===== config.mk =====
export PLATFORM = sky130hd
export DESIGN_NAME = apb_requester
export DESIGN_NICKNAME = d
export VERILOG_FILES = /design/src/rtl/apb_pkg.sv /design/src/rtl/apb_cmd_buf.sv /design/src/rtl/apb_requester.sv
export SDC_FILE = /design/constraint.sdc
export NUM_CORES = 1
export LEC_CHECK = 0
export BUFFER_PORTS_ARGS = -buffer_cell sky130_fd_sc_hd__buf_2
export CORE_MARGIN = 2
export CORE_UTILIZATION = 38
export DETAILED_ROUTE_END_ITERATION = 12
export SYNTH_ARGS = -nofsm -noshare
export SYNTH_HDL_FRONTEND = slang
export SYNTH_SLANG_ARGS = --single-unit

===== constraint.sdc =====
create_clock -name PCLK -period 2.47 [get_ports PCLK]
set_input_delay 0.247 -clock PCLK [delete_from_list [all_inputs] [get_ports PCLK]]
set_output_delay 0.247 -clock PCLK [all_outputs]
set_load 0.05 [all_outputs]

===== src/rtl/apb_pkg.sv =====
// apb_pkg: types shared by the APB requester, its completer and benches
//    apb_state_t : requester FSM states
//    apb_cmd_t   : buffered command (addr, write, wdata, strb)
//    apb_rsp_t   : completed response (rdata, slverr)
package apb_pkg;
   typedef enum logic [1:0] {IDLE, SETUP, ACCESS} apb_state_t;
   typedef struct packed {
      logic        addr;
      logic        write;
      logic [31:0] wdata;
      logic [3:0]  strb;
   } apb_cmd_t;
   typedef struct packed {
      logic [31:0] rdata;
      logic        slverr;
   } apb_rsp_t;
endpackage


===== src/rtl/apb_cmd_buf.sv =====
// apb_cmd_buf: one-entry command buffer with valid/ready fill and pop drain
//    clk, rst_n      : clock, async active-low reset
//    in_valid/ready  : fill handshake, in_cmd is the offered command
//    pop             : empties the buffer on this edge
//    full, out_cmd   : occupancy and held command
module apb_cmd_buf
   import apb_pkg::*;
(
   input  logic     clk,
   input  logic     rst_n,
   input  logic     in_valid,
   input  apb_cmd_t in_cmd,
   input  logic     pop,
   output logic     in_ready,
   output logic     full,
   output apb_cmd_t out_cmd
);
   // alive holds in_ready low until the first edge after reset release
   logic alive;
   assign in_ready = alive && !full;
   always_ff @(posedge clk or negedge rst_n)
      if (!rst_n) begin
         alive   <= 1'b0;
         full    <= 1'b0;
         out_cmd <= '0;
      end else begin
         alive <= 1'b1;
         // accepting wins so a coincident fill and pop leaves the new command held
         if (in_valid && in_ready) begin
            full    <= 1'b1;
            out_cmd <= in_cmd;
         end else if (pop)
            full <= 1'b0;
      end
endmodule


===== src/rtl/apb_requester.sv =====
// apb_requester: turns valid/ready commands into APB transfers and returns responses
//    PCLK, PRESETn                          : clock, async active-low reset
//    cmd_valid/ready, cmd_addr/write/wdata/strb : command channel
//    rsp_valid/ready, rsp_rdata/slverr      : response channel
//    PADDR..PSTRB out, PREADY/PRDATA/PSLVERR in : APB requester port
//    busy, timeout_err                      : FSM not idle, sticky wait watchdog
module apb_requester
   import apb_pkg::*;
#(
   parameter int unsigned MAX_WAIT = 255
)
(
   input  logic        PCLK,
   input  logic        PRESETn,
   input  logic        cmd_valid,
   output logic        cmd_ready,
   input  logic        cmd_addr,
   input  logic        cmd_write,
   input  logic [31:0] cmd_wdata,
   input  logic [3:0]  cmd_strb,
   output logic        rsp_valid,
   input  logic        rsp_ready,
   output logic [31:0] rsp_rdata,
   output logic        rsp_slverr,
   output logic        PADDR,
   output logic        PSEL,
   output logic        PENABLE,
   output logic        PWRITE,
   output logic [31:0] PWDATA,
   output logic [3:0]  PSTRB,
   input  logic        PREADY,
   input  logic [31:0] PRDATA,
   input  logic        PSLVERR,
   output logic        busy,
   output logic        timeout_err
);
   localparam logic [7:0] MAX_W = 8'(MAX_WAIT);
   apb_state_t state;
   apb_cmd_t   new_cmd, buf_cmd;
   apb_rsp_t   rsp;
   logic       buf_full, launch;
   logic [7:0] wait_cnt, wait_nxt;
   assign new_cmd    = {cmd_addr, cmd_write, cmd_wdata, cmd_strb};
   assign launch     = state == IDLE && buf_full && (!rsp_valid || rsp_ready);
   assign wait_nxt   = wait_cnt == 8'hFF ? 8'hFF : wait_cnt + 8'd1;
   assign busy       = state != IDLE;
   assign rsp_rdata  = rsp.rdata;
   assign rsp_slverr = rsp.slverr;
   apb_cmd_buf u_buf (
      .clk      (PCLK),
      .rst_n    (PRESETn),
      .in_valid (cmd_valid),
      .in_cmd   (new_cmd),
      .pop      (launch),
      .in_ready (cmd_ready),
      .full     (buf_full),
      .out_cmd  (buf_cmd)
   );
   always_ff @(posedge PCLK or negedge PRESETn)
      if (!PRESETn) begin
         state       <= IDLE;
         PSEL        <= 1'b0;
         PENABLE     <= 1'b0;
         PADDR       <= 1'b0;
         PWRITE      <= 1'b0;
         PWDATA      <= '0;
         PSTRB       <= '0;
         rsp_valid   <= 1'b0;
         rsp         <= '0;
         wait_cnt    <= '0;
         timeout_err <= 1'b0;
      end else begin
         if (rsp_valid && rsp_ready) rsp_valid <= 1'b0;
         case (state)
            IDLE:
               if (launch) begin
                  state  <= SETUP;
                  PSEL   <= 1'b1;
                  PADDR  <= buf_cmd.addr;
                  PWRITE <= buf_cmd.write;
                  PWDATA <= buf_cmd.wdata;
                  PSTRB  <= buf_cmd.write ? buf_cmd.strb : 4'b0000;
               end
            SETUP: begin
               state    <= ACCESS;
               PENABLE  <= 1'b1;
               wait_cnt <= '0;
            end
            ACCESS:
               if (PREADY) begin
                  state      <= IDLE;
                  PSEL       <= 1'b0;
                  PENABLE    <= 1'b0;
                  rsp_valid  <= 1'b1;
                  rsp.rdata  <= PWRITE ? 32'h0 : PRDATA;
                  rsp.slverr <= PSLVERR;
               end else begin
                  // watchdog only flags; the transfer keeps waiting for PREADY
                  wait_cnt <= wait_nxt;
                  if (wait_nxt >= MAX_W) timeout_err <= 1'b1;
               end
            default: state <= IDLE;
         endcase
      end
endmodule

* Word-level counts from Yosys, hierarchy flattened
Index checks and enable logic that the tools add are counted.
** Word-level totals
- Register bits after elaboration :: 125
- Latch bits :: 0
- RAM bits :: 0
- ROM bits :: 0
- Input bits :: 76
- Output and inout bits :: 77
- Memories kept :: 0
** Operators by class
- Add/subtract/negate cells :: 1
- $mul :: 0
- Divide/modulo/power cells :: 0
- Order comparisons :: 1
- Eq/ne operators :: 6
- Shift operators :: 0
- Mux-type cells :: 17
- Bitwise gates (word level) :: 1
- Reduce and logical (&&, ||, !) cells :: 20
** Operator list (count)
- $mux 32 :: 1
- $mux 8 :: 2
- $pmux 8 s2 :: 1
- $reduce_and 2->1 :: 5
- $add 8x1->8 const B :: 1
- $eq 8x8->1 const B :: 1
- $ge 8x8->1 const B :: 1
- $reduce_bool 2->1 :: 4
- $mux 1 :: 7
- $ne 2x2->1 const B :: 3
- $pmux 2 s3 :: 1
- $reduce_and 3->1 :: 2
- $logic_and 1x1->1 :: 5
- $mux 2 :: 2
- $mux 4 :: 1
- $pmux 1 s2 :: 2
- $eq 2x1->1 const B :: 1
- $eq 2x2->1 const B :: 1
- $logic_not 1->1 :: 2
- $logic_not 2->1 :: 1
- $logic_or 1x1->1 :: 1
- $not 1->1 :: 1

* Depth between registers and ports, before layout
- Depth in word-level cells :: 5
- Mapped depth :: 5

* Modules after synthesis
A second synthesis with hierarchy kept.
** Second synthesis, totals
- Cells, all modules :: 394
- Area, all modules :: 5197.5 µm²
** By module, submodules not included
- apb_requester :: times used 1, cells each 307, area an instance 3663.5 µm², seq. area each 2127.0 µm²
- apb_cmd_buf :: times used 1, cells each 87, area an instance 1534.0 µm², seq. area each 1001.0 µm²

* Worst setup path before layout
OpenSTA, ideal clock, no wires.
- Path kind :: register to register
- Start point :: reg u_buf.full
- End point :: reg u_buf.out_cmd[1] (netlist bit)
- Library setup time :: 0.125 ns
- Arrival time :: 1.950 ns
- Required time :: 2.345 ns
- Path slack :: 0.395 ns
- Cell stages (with the launch flop) :: 6
- Buffers on the path :: 2
- Cells stage by stage :: dfrtp_1 -> nor2b_1 -> nand2_1 -> buf_2 -> buf_2 -> mux2_2
** On the way
- Longest elaborated chain between the ends :: 3
** Ends and longest elaborated chain
- start, declared :: RTL line apb_cmd_buf.sv:15 : output logic full,
- start signal, assigned :: RTL line apb_cmd_buf.sv:24 : full <= 1'b0;
- start signal, assigned :: RTL line apb_cmd_buf.sv:30 : full <= 1'b1;
- start signal, assigned :: RTL line apb_cmd_buf.sv:33 : full <= 1'b0;
- $logic_not 1->1 :: RTL line apb_cmd_buf.sv:20 : assign in_ready = alive && !full;
- $logic_and 1x1->1 :: RTL line apb_cmd_buf.sv:20
- via cmd_ready :: RTL line apb_requester.sv:16 : output logic cmd_ready,
- $logic_and 1x1->1 :: RTL line apb_cmd_buf.sv:29 : if (in_valid && in_ready) begin
- end signal, assigned :: RTL line apb_cmd_buf.sv:31 : out_cmd <= in_cmd;
- end, declared :: RTL line apb_cmd_buf.sv:16 : output apb_cmd_t out_cmd
The timed path passes the listed nets, and every way through them passes these cells.
A chain may end at the register's enable or synchronous reset.

* Worst setup path after layout
- Start point :: reg wait_cnt[0]
- End point :: reg timeout_err
** On the way
- Longest elaborated chain between the ends :: 4
- Elaborated cells on any way between the ends :: 5
** Ends and longest elaborated chain
- start, declared :: RTL line apb_requester.sv:42 : logic [7:0] wait_cnt, wait_nxt;
- start signal, assigned :: RTL line apb_requester.sv:99 : wait_cnt <= wait_nxt;
- $add 8x1->8 or $eq 8x8->1 (tied branches) :: RTL line apb_requester.sv:45 : assign wait_nxt = wait_cnt == 8'hFF ? 8'hFF : wait_cnt + 8'd1;
- $mux 8 (*) :: RTL line apb_requester.sv:45
- $ge 8x8->1 (*) :: RTL line apb_requester.sv:100 : if (wait_nxt >= MAX_W) timeout_err <= 1'b1;
- $reduce_and 3->1 (no line) (*)
- end signal, assigned :: RTL line apb_requester.sv:71 : timeout_err <= 1'b0;
- end signal, assigned :: RTL line apb_requester.sv:100
- end, declared :: RTL line apb_requester.sv:35 : output logic timeout_err
Mark *: on every way between the ends. The rest lies on a longest branch, timed or not.

==> metrics.md <==
| Metric | Value |
|---|---|
| Cells on worst reg2reg path | 5 |
| 1st-pass router iterations | 4 |
| Area growth from synthesis to layout | 31.1% |
| Vias in the first global route | 3,540 |
| Reg-to-reg critical path startpoint | wait_cnt[0]$_DFFE_PN0P_ |
| F_max | 538 MHz |
| Wire length per cell | 14.2 um |
| # rows | 41 |
| Power Dens Cells | 1590 nW/um2 |
| Setup Skew | 0.00744 ns |
| Switching power | 4.48 mW |
| Sequential cell area fraction in the yosys report | 0.627 |
| Total GRT Usage | 0.159 |
| Ys async rst share | 1.00 |
| Clk buf depth | 2 |
| #FFs+latches synth | 125 |
| Die Area | 14,100 um2 |
| Status | finished clean |
| Sequential fraction of design power | 0.335 |
| Max H-tree Level | 4 |
| Number of inserted diodes | 0 |
| Synth warn | 0 |
| Clock power share | 0.224 |
| Post-Syn Instances | 397 |
| Final worst path period share | 0.753 |
| Max-cap violations | 0 |
| Synth area leaders | dfrtp_1 63%, mux2_2 16%, nand2b_1 4.1% |
| Vias per Instance | 4.74 |
| CP Launch Point | wait_cnt[0]$_DFFE_PN0P_ |
| DRC | 0 |
| Critical Path Fanout Max | 8 |
| Worst Setup End Kind | register |
| Final setup viols | 0 |
| Clock Tree Root | clkbuf_16 |
| Post-synth cell types | 36 |
| HPWL Detailed | 7310 um |
| Syn Area/Cell | 12.6 um2 |
| Worst hold path startpoint | cmd_wdata[28] |
| Commonest cells in the netlist | 125 x dfrtp_1, 73 x mux2_2, 51 x nand2_1 |
| I/O pin total | 153 |
| Worst EP required | 2.77 ns |
| Post-Route Setup TNS | 0 ns |
| Slew @ Worst Pin | 0.541 ns |
| GPL Wtd Cong | 0.977 |
| Clock latency on the worst-skew pair | 0.41 ns |
| Top_reg_cell synth | dfrtp_1 |
| Final Critical Period | 1.86 ns |
| CTS buffer count | 17 |
| Core Box Area | 12,700 um2 |
| CTS tree | yes |
| Synthesized Nets | 474 |
| Leak | 3.20 nW |
| Post-Place Cells | 708 |
| Combinational Power Share | 0.441 |
| Critical path arrival | 2.16 ns |
| Fill count | 1,179 |
| Die Height | 119 um |
| Detailed-route via count | 3,509 |
| Die X | 119 um |
| Most common cell in the synthesized netlist | dfrtp_1 |
| Initial antenna violation count | 0 |
| Largest net degree at the start of global routing | 68 |
| Hold path cells | 2 |
| Worst Path Class, Setup | register to register |
| Fin cells | 740 |
| Netlist Area Pre-Place | 4990 um2 |
| HP Class | input pin to register |
| Switch share | 0.430 |
| Unrepaired setup endpoints after global routing | false |
| WL final | 10,500 um |
| Synth top area share | 0.627 |
| First DRT Iteration DRCs | 140 |
| Post-CTS Setup Inserts | 0 |
| Share of layout cells above drive strength 1 | 0.468 |
| # port buffers | 152 |
| First-pass GRT wire length | 17,600 um |
| Slew Limit Fails | 0 |
| Slew margin rel. | 0.639 |
| ANT nets after route | 0 |
| Initial Util | 0.392 |
| Clk sink count | 125 |
| CP Launch Type | register |
| VDD IR max | 0.723 mV |
| Congestion Overflow GR | 0 |
| Final hold vios | 0 |
| Final #Nets | 633 |
| Cell taking the most area after synthesis | dfrtp_1 |
| Int Power | 5.94 mW |
| Clk pin slew, worst setup/hold paths | 0.05 ns |
| Post-synth EDFFs | 0 |
==> critical path, cell delays in order, from the launching register on <==
cell     delay (ns)
dfrtp_1        0.46
ha_1           0.29
and4_1         0.24
a21oi_1        0.08
a311o_1        0.35
o41ai_2        0.33
==> power by group through the flow <==
stage | logic [mW] | registers, mW | clock network, mW
after global placement | 4.58 | 3.48 | 0
after floorplan | 1.58 | 5.44 | 0
after CTS | 4.66 | 3.51 | 2.39
after detailed placement | 4.65 | 3.54 | 0
after global routing | 4.90 | 3.63 | 2.50
final | 4.60 | 3.49 | 2.33
==> sequential cells by signal, summed over array words and instances, names as in the netlist, 2 cells and up <==
name           flops
PWDATA            32
PSTRB              4
state              2
rsp_rdata         32
u_buf.out_cmd     38
wait_cnt           8
==> per-stage QoR <==
step | area [um2] | hold slack, ns | util | setup WS [ns] | total power, mW
floorplan | 4990 | -0.0486 | - | 0.395 | 7.01
global placement | 5980 | 0.224 | 0.470 | 0.702 | 8.06
detailed placement | 5980 | 0.231 | 0.470 | 0.654 | 8.19
CTS | 6540 | 0.0464 | 0.514 | 0.634 | 10.6
global route | 6540 | 0.0488 | 0.514 | 0.530 | 11.0
finish | 6540 | 0.0632 | 0.514 | 0.610 | 10.4
==> per-layer routing <==
layer / up-vias / part of all wire / global-route usage
li1: 1682 / - / -
met1: 1667 / 0.44 / 0.203
met2: 148 / 0.44 / 0.229
met3: 12 / 0.11 / 0.0825
met4: 0 / 0.014 / 0.0573
met5: - / 0 / 0
==> kinds of logic after synthesis <==
group / count (synthesis) / share of synthesized area
xor+xnor: 2 / 0.00351
other cells: 1 / 0.000752
fa+ha+maj: 1 / 0.00251
simple gates: 101 / 0.101
mux: 73 / 0.165
compound gates: 66 / 0.0780
flops: 125 / 0.627
buf+inv: 28 / 0.0228
==> worst paths after layout <==
path / end / slack [ns]
worst min-delay path: u_buf.out_cmd[32]$_DFFE_PN0P_ / 0.06
worst min register to register: timeout_err$_DFFE_PN0P_ / 0.45
worst max-delay path: timeout_err$_DFFE_PN0P_ / 0.61
max in group asynchronous: u_buf.out_cmd[30]$_DFFE_PN0P_ / 1.47
min in group asynchronous: rsp_rdata[27]$_DFFE_PN0P_ / 0.35
worst max register to register: timeout_err$_DFFE_PN0P_ / 0.61
==> what timing repair did <==
item,in CTS,in global routing
resized for setup,0,0
endpoints found under the setup margin,0,0
hold buffers,1,0
hold endpoints to repair,32,0
==> cell type report <==
type | instances | area (um2) | share of cell area
Clock inverter | 8 | 92.6 | 0.0142
Clock buffer | 23 | 458 | 0.0700
Tap cell | 172 | 215 | 0.0329
Multi-Input combinational cell | 244 | 1750 | 0.268
Timing Repair Buffer | 160 | 863 | 0.132
Inverter | 8 | 30.0 | 0.00459
Sequential cell | 125 | 3130 | 0.478
==> layout by cell type, fill, tap and decap left out, types with 2 or more instances in the layout <==
cell type and count:
and4_1 2, bufinv_16 2, a22o_1 2, buf_2 151, dfrtp_1 125, mux2_2 73, a21o_1 3, and3_1 2
inv_1 6, clkinv_2 5, clkbuf_1 5, buf_12 3, a21boi_0 2, nand3_1 2, a21oi_1 9, nor2_1 4
nand2b_1 33, inv_2 2, buf_4 5, o21ai_0 41, nand2_1 50, clkbuf_16 17
Power figures use the tool's default switching activity.
